--- src/rtl/mult4_rr_arbiter.sv ---
// mult4_rr_arbiter: round-robin sharing of one 4x4 multiplier between N
// requesters, with a tagged, backpressured response register and an
// operation counter.
// Optional feature macro: MULT4_ARB_PIPE_EN adds an operand register in front
// of the multiplier (2-cycle latency); undefined gives a 1-cycle latency.

// Shared 4x4 unsigned combinational multiplier.
module main (
    input  logic [3:0] x,
    input  logic [3:0] y,
    output logic [7:0] o
);
    assign o = 8'(x) * 8'(y);
endmodule

module mult4_rr_arbiter #(
    parameter int unsigned N   = 4,
    parameter int unsigned IDW = 3
) (
    input  logic             clk,
    input  logic             rst,
    input  logic [N-1:0]     req_valid,
    output logic [N-1:0]     req_ready,
    input  logic [4*N-1:0]   req_x,
    input  logic [4*N-1:0]   req_y,
    output logic             rsp_valid,
    input  logic             rsp_ready,
    output logic [IDW-1:0]   rsp_id,
    output logic [7:0]       rsp_o,
    output logic [15:0]      ops_cnt
);
    typedef enum logic {EMPTY = 1'b0, FULL = 1'b1} stage_t;

    stage_t           rsp_st;
    logic [IDW-1:0]   ptr;
    logic [IDW-1:0]   grant;
    logic             any_valid;
    logic [3:0]       gnt_x;
    logic [3:0]       gnt_y;
    logic             rsp_free;
    logic             accept;
    logic             rsp_load;
    logic [3:0]       mul_x;
    logic [3:0]       mul_y;
    logic [IDW-1:0]   load_id;
    logic [7:0]       prod;

    // Round-robin search: first valid at or above ptr, else first valid from 0.
    always_comb begin
        logic           hi_found;
        logic [IDW-1:0] hi_idx;
        logic           lo_found;
        logic [IDW-1:0] lo_idx;
        hi_found = 1'b0;
        hi_idx   = '0;
        lo_found = 1'b0;
        lo_idx   = '0;
        for (int i = 0; i < int'(N); i++) begin
            if (!hi_found && req_valid[i] && (IDW'(i) >= ptr)) begin
                hi_found = 1'b1;
                hi_idx   = IDW'(i);
            end
            if (!lo_found && req_valid[i]) begin
                lo_found = 1'b1;
                lo_idx   = IDW'(i);
            end
        end
        grant     = hi_found ? hi_idx : lo_idx;
        any_valid = lo_found;
    end

    // Operand mux and one-hot ready for the granted requester.
    always_comb begin
        gnt_x     = '0;
        gnt_y     = '0;
        req_ready = '0;
        for (int i = 0; i < int'(N); i++) begin
            if (IDW'(i) == grant) begin
                gnt_x        = req_x[4*i +: 4];
                gnt_y        = req_y[4*i +: 4];
                req_ready[i] = accept;
            end
        end
    end

    assign rsp_valid = (rsp_st == FULL);
    assign rsp_free  = (rsp_st == EMPTY) || rsp_ready;

`ifdef MULT4_ARB_PIPE_EN
    stage_t         op_st;
    logic [3:0]     op_x;
    logic [3:0]     op_y;
    logic [IDW-1:0] op_id;
    logic           op_free;

    // Operand register may take a request when empty or moving on this cycle.
    assign op_free  = (op_st == EMPTY) || rsp_free;
    assign accept   = any_valid && op_free && !rst;
    assign rsp_load = (op_st == FULL) && rsp_free;
    assign mul_x    = op_x;
    assign mul_y    = op_y;
    assign load_id  = op_id;

    // Operand stage: capture accepted operands, empty when advanced without refill.
    always_ff @(posedge clk or posedge rst) begin
        if (rst) begin
            op_st <= EMPTY;
            op_x  <= '0;
            op_y  <= '0;
            op_id <= '0;
        end else if (accept) begin
            op_st <= FULL;
            op_x  <= gnt_x;
            op_y  <= gnt_y;
            op_id <= grant;
        end else if (rsp_free) begin
            op_st <= EMPTY;
        end
    end
`else
    // Multiplier is fed directly by the granted request.
    assign accept   = any_valid && rsp_free && !rst;
    assign rsp_load = accept;
    assign mul_x    = gnt_x;
    assign mul_y    = gnt_y;
    assign load_id  = grant;
`endif

    main u_mult (
        .x (mul_x),
        .y (mul_y),
        .o (prod)
    );

    // Pointer moves past the winner only on an actual transfer.
    always_ff @(posedge clk or posedge rst) begin
        if (rst) begin
            ptr <= '0;
        end else if (accept) begin
            ptr <= (grant == IDW'(N - 1)) ? '0 : grant + 1'b1;
        end
    end

    // Response register: load on new product, clear on drain, hold otherwise.
    always_ff @(posedge clk or posedge rst) begin
        if (rst) begin
            rsp_st <= EMPTY;
            rsp_id <= '0;
            rsp_o  <= '0;
        end else if (rsp_load) begin
            rsp_st <= FULL;
            rsp_id <= load_id;
            rsp_o  <= prod;
        end else if (rsp_ready) begin
            rsp_st <= EMPTY;
        end
    end

    // Completed-operation counter, wraps modulo 2^16.
    always_ff @(posedge clk or posedge rst) begin
        if (rst) begin
            ops_cnt <= '0;
        end else if (rsp_valid && rsp_ready) begin
            ops_cnt <= ops_cnt + 16'd1;
        end
    end
endmodule

--- config.mk ---
export PLATFORM = sky130hd
export DESIGN_NAME = mult4_rr_arbiter
export DESIGN_NICKNAME = d
export VERILOG_FILES = /design/src/rtl/mult4_rr_arbiter.sv
export SDC_FILE = /design/constraint.sdc
export NUM_CORES = 1
export LEC_CHECK = 0
export CAP_MARGIN = 20
export CORE_MARGIN = 5
export CORE_UTILIZATION = 29
export DETAILED_ROUTE_END_ITERATION = 16
export SLEW_MARGIN = 30
export SYNTH_ARGS = -nofsm -noshare
export SYNTH_HDL_FRONTEND = slang
export SYNTH_SLANG_ARGS = --single-unit
--- constraint.sdc ---
create_clock -name clk -period 4.48 [get_ports clk]
set_input_delay 0.448 -clock clk [delete_from_list [all_inputs] [get_ports clk]]
set_output_delay 0.448 -clock clk [all_outputs]
set_load 0.01 [all_outputs]
==> results of run 1 <==
-- kinds of logic after synthesis --
family,count (synthesis),synth area share [%]
AND/OR/NAND/NOR,85,21.33
AO/OA/AOI/OAI,48,15.52
flip-flops,29,35.15
buffers and inverters,29,5.817
adder cells (fa/ha/maj),21,14.18
XOR/XNOR,16,6.788
multiplexers,2,1.030
other,1,0.1816
-- cell usage after synthesis (all sizes together), types with 2 or more instances --
| cell | instances |
|---|---|
| nand2 | 27 |
| nand4 | 7 |
| nor2b | 5 |
| and2 | 5 |
| dfrtp | 29 |
| fa | 4 |
| nor3 | 2 |
| xnor2 | 11 |
| nor2 | 19 |
| a211oi | 2 |
| buf | 5 |
| xor2 | 5 |
| nand3 | 5 |
| a21oi | 11 |
| clkbuf | 6 |
| a22oi | 6 |
| inv | 18 |
| o31ai | 3 |
| ha | 17 |
| a22o | 2 |
| a221o | 5 |
| or2 | 4 |
| o21ai | 12 |
| nor4 | 5 |
-- through the flow --
stage               util, %  setup TNS, ps
floorplan                 -              0
global placement      44.74          -2070
detailed placement    44.74          -2453
CTS                   46.72              0
global route          48.42         -57.79
finish                48.42              0
-- power by group through the flow --
stage                     clock network, uW  logic (uW)  registers (uW)
after floorplan                           0         443             414
after global placement                    0         883             397
after detailed placement                  0         894             399
after CTS                               213         945             395
after global routing                    222        1130             404
final                                   208        1010             393
-- repair_timing --
item,CTS,global route
resized for setup,14,25
setup buffers,1,2
setup endpoints to repair,4,3
endpoints found under the hold margin,0,0
pin swaps,4,15
-- sequential cells by signal (all words and copies together) (netlist names) --
register / cells
ptr: 2
rsp_id: 2
rsp_valid: 1
rsp_o: 8
ops_cnt: 16
-- final timing paths --
path,cells after the start,end
setup / recovery,17,rsp_o[7]
hold / removal,1,ops_cnt[15]
setup reg to reg,18,rsp_o[7]
hold reg to reg,1,ops_cnt[15]
max in group asynchronous,2,rsp_id[0]
min in group asynchronous,2,ops_cnt[11]
-- cell type report --
cell class | count | area share [%]
sequential | 29 | 21.82
multi-input combinational | 173 | 40.82
tap | 96 | 3.612
clock buffer | 6 | 2.182
clock inverter | 2 | 0.3010
inverter | 18 | 2.032
timing repair buffer | 103 | 29.23
-- metal layers --
layer  vias to the layer above  wire length, um
met2                        68             2628
li1                        992                -
met3                        10              377
met1                       896             2465
met5                         -                0
met4                         0              101
==> results.json, run 1 <==
{
  "regArea_um2": 725.7,
  "grt.met1_usage_pct": 16.22,
  "period_share_pct": 96.20,
  "drive_above_1_share_pct": 21.75,
  "timing.rr.start": "ptr[1]",
  "yosysTopAreaCellShare_pct": 35.15,
  "holdWs_ps": 467.5,
  "r2r_setup_slack_ps": 180,
  "dp_slack_ps": -795.0,
  "multi_input_area_mm2": 0.001358,
  "grt-ovfl-total": 0,
  "grt_pass1_vias": 2052,
  "cts_buffers": 5,
  "synth_enable_flop_cells": 0,
  "port_buffers": 69,
  "syn_area_mm2": 0.002064,
  "pwr-share-clk_pct": 13.0,
  "use_met3_pct": 2.948,
  "synth-async-reset-ratio_pct": 100.0,
  "ios": 71,
  "clock_latency_ps": 280,
  "timing.fmax_mhz": 232.0,
  "dieArea_mm2": 0.008907,
  "fin_nets": 390,
  "clock_path_buffers": 2,
  "placed_cells": 416,
  "clockRootBuffer": "clkbuf_8",
  "final_cells": 427,
  "antenna_cells": 0,
  "syn_area_per_cell_um2": 8.937,
  "p_comb_share_pct": 62.6,
  "grt_max_degree": 30,
  "grt_pass1_wl_mm": 9.280,
  "crit_type": "input pin to register",
  "p_int_uw": 985.2,
  "min_path_type": "register to register",
  "track_usage_pct": 12.91,
  "final_cell_mix": "clkdlybuf4s50_1 (65), buf_4 (31), dfrtp_1 (29)",
  "path_cells": "dlygate4sd2_1, a21oi_1, o21a_1, o22ai_4, ha_2, nor2b_4, a221o_1, a22oi_1, or2_4, fa_1, inv_1, fa_2, ha_4, a211oi_2, o21ai_1, and4_1, or3b_1",
  "power_leakage_uw": 0.001483,
  "coreArea_mm2": 0.006869,
  "drt_iter0_drc": 82,
  "design_area_mm2": 0.003326,
  "worstPathArrival_ps": 4470,
  "vias_per_cell": 4.604,
  "row_count": 30,
  "chipHeight_um": 94.38,
  "synth_ff_type": "dfrtp_1",
  "drv_slew": 0,
  "seqPwrFrac_pct": 24.5,
  "postRouteAntennaNets": 0,
  "routedWlPerCell_um": 13.05,
  "max_stage_delay_ps": 570,
  "h-tree-depth": 2,
  "cp.required_ps": 4640,
  "die_w_um": 94.38,
  "syn_inst": 231,
  "p_sw_share_pct": 38.70,
  "grt-busiest-layer": "met2",
  "synth_area_leaders": "dfrtp_1 (35%), ha_1 (10%), nand2_1 (4.9%), xnor2_1 (4.7%), fa_1 (3.9%)",
  "slowest_stage": "fa_2",
  "cts_hold_buf": 0,
  "min_from": "ops_cnt[15]",
  "power_density_mw_per_mm2": 483.2,
  "ys_warn_count": 0,
  "synth_top_cell_by_area": "dfrtp_1",
  "synth_cell_type_count": 45,
  "setup_ws_ps": 170.0,
  "routabilityCongestion": 0.8874,
  "firstDrtPassIters": 4,
  "p_switching_uw": 621.9,
  "maxCapViolCount": 0,
  "dp_hpwl_mm": 4.382,
  "finClkSkew_ps": 5.381,
  "power.total_uw": 1607,
  "tritoncts": "built",
  "synth_fp_nets": 291,
  "initial_utilization_pct": 30.05,
  "crit_fanout": 7,
  "tightest_slew_ps": 837.1,
  "syn2layout_area_growth_pct": 61.09,
  "fill_cells": 635,
  "via_count": 1966,
  "endpoint_kind": "register",
  "drt_wl_total_mm": 5.571,
  "cp.buffers_inverters": 2,
  "grt_antenna_before_repair": 0,
  "slew_headroom_pct": 43.89,
  "peakVddDrop_mv": 0.1795,
  "worstSetupStartpoint": "req_valid[0]",
  "drcViolationCount": 0,
  "placed_cell_area_mm2": 0.003073,
  "status": "completed",
  "grtUsageMet2_pct": 21.57,
  "cp_top_family": "adder cells",
  "period_needed_ps": 4310,
  "synth-seq-area-share_pct": 35.15,
  "setup_viol": 0,
  "path_clk_slew_ps": 60,
  "clock_sinks": 29,
  "final_hold_viol_count": 0,
  "yosys_register_bits": 29,
  "final_common_cell": "clkdlybuf4s50_1",
  "critPathLaunchType": "input pin"
}
No activity file was read; power rests on OpenSTA's default activity.
==> run 2, diff against run 1 <==
CTS_CLUSTER_SIZE = 16   (was unset)
==> results of run 2 <==
Final layout, timing and power as in run 1 (identical DEF).
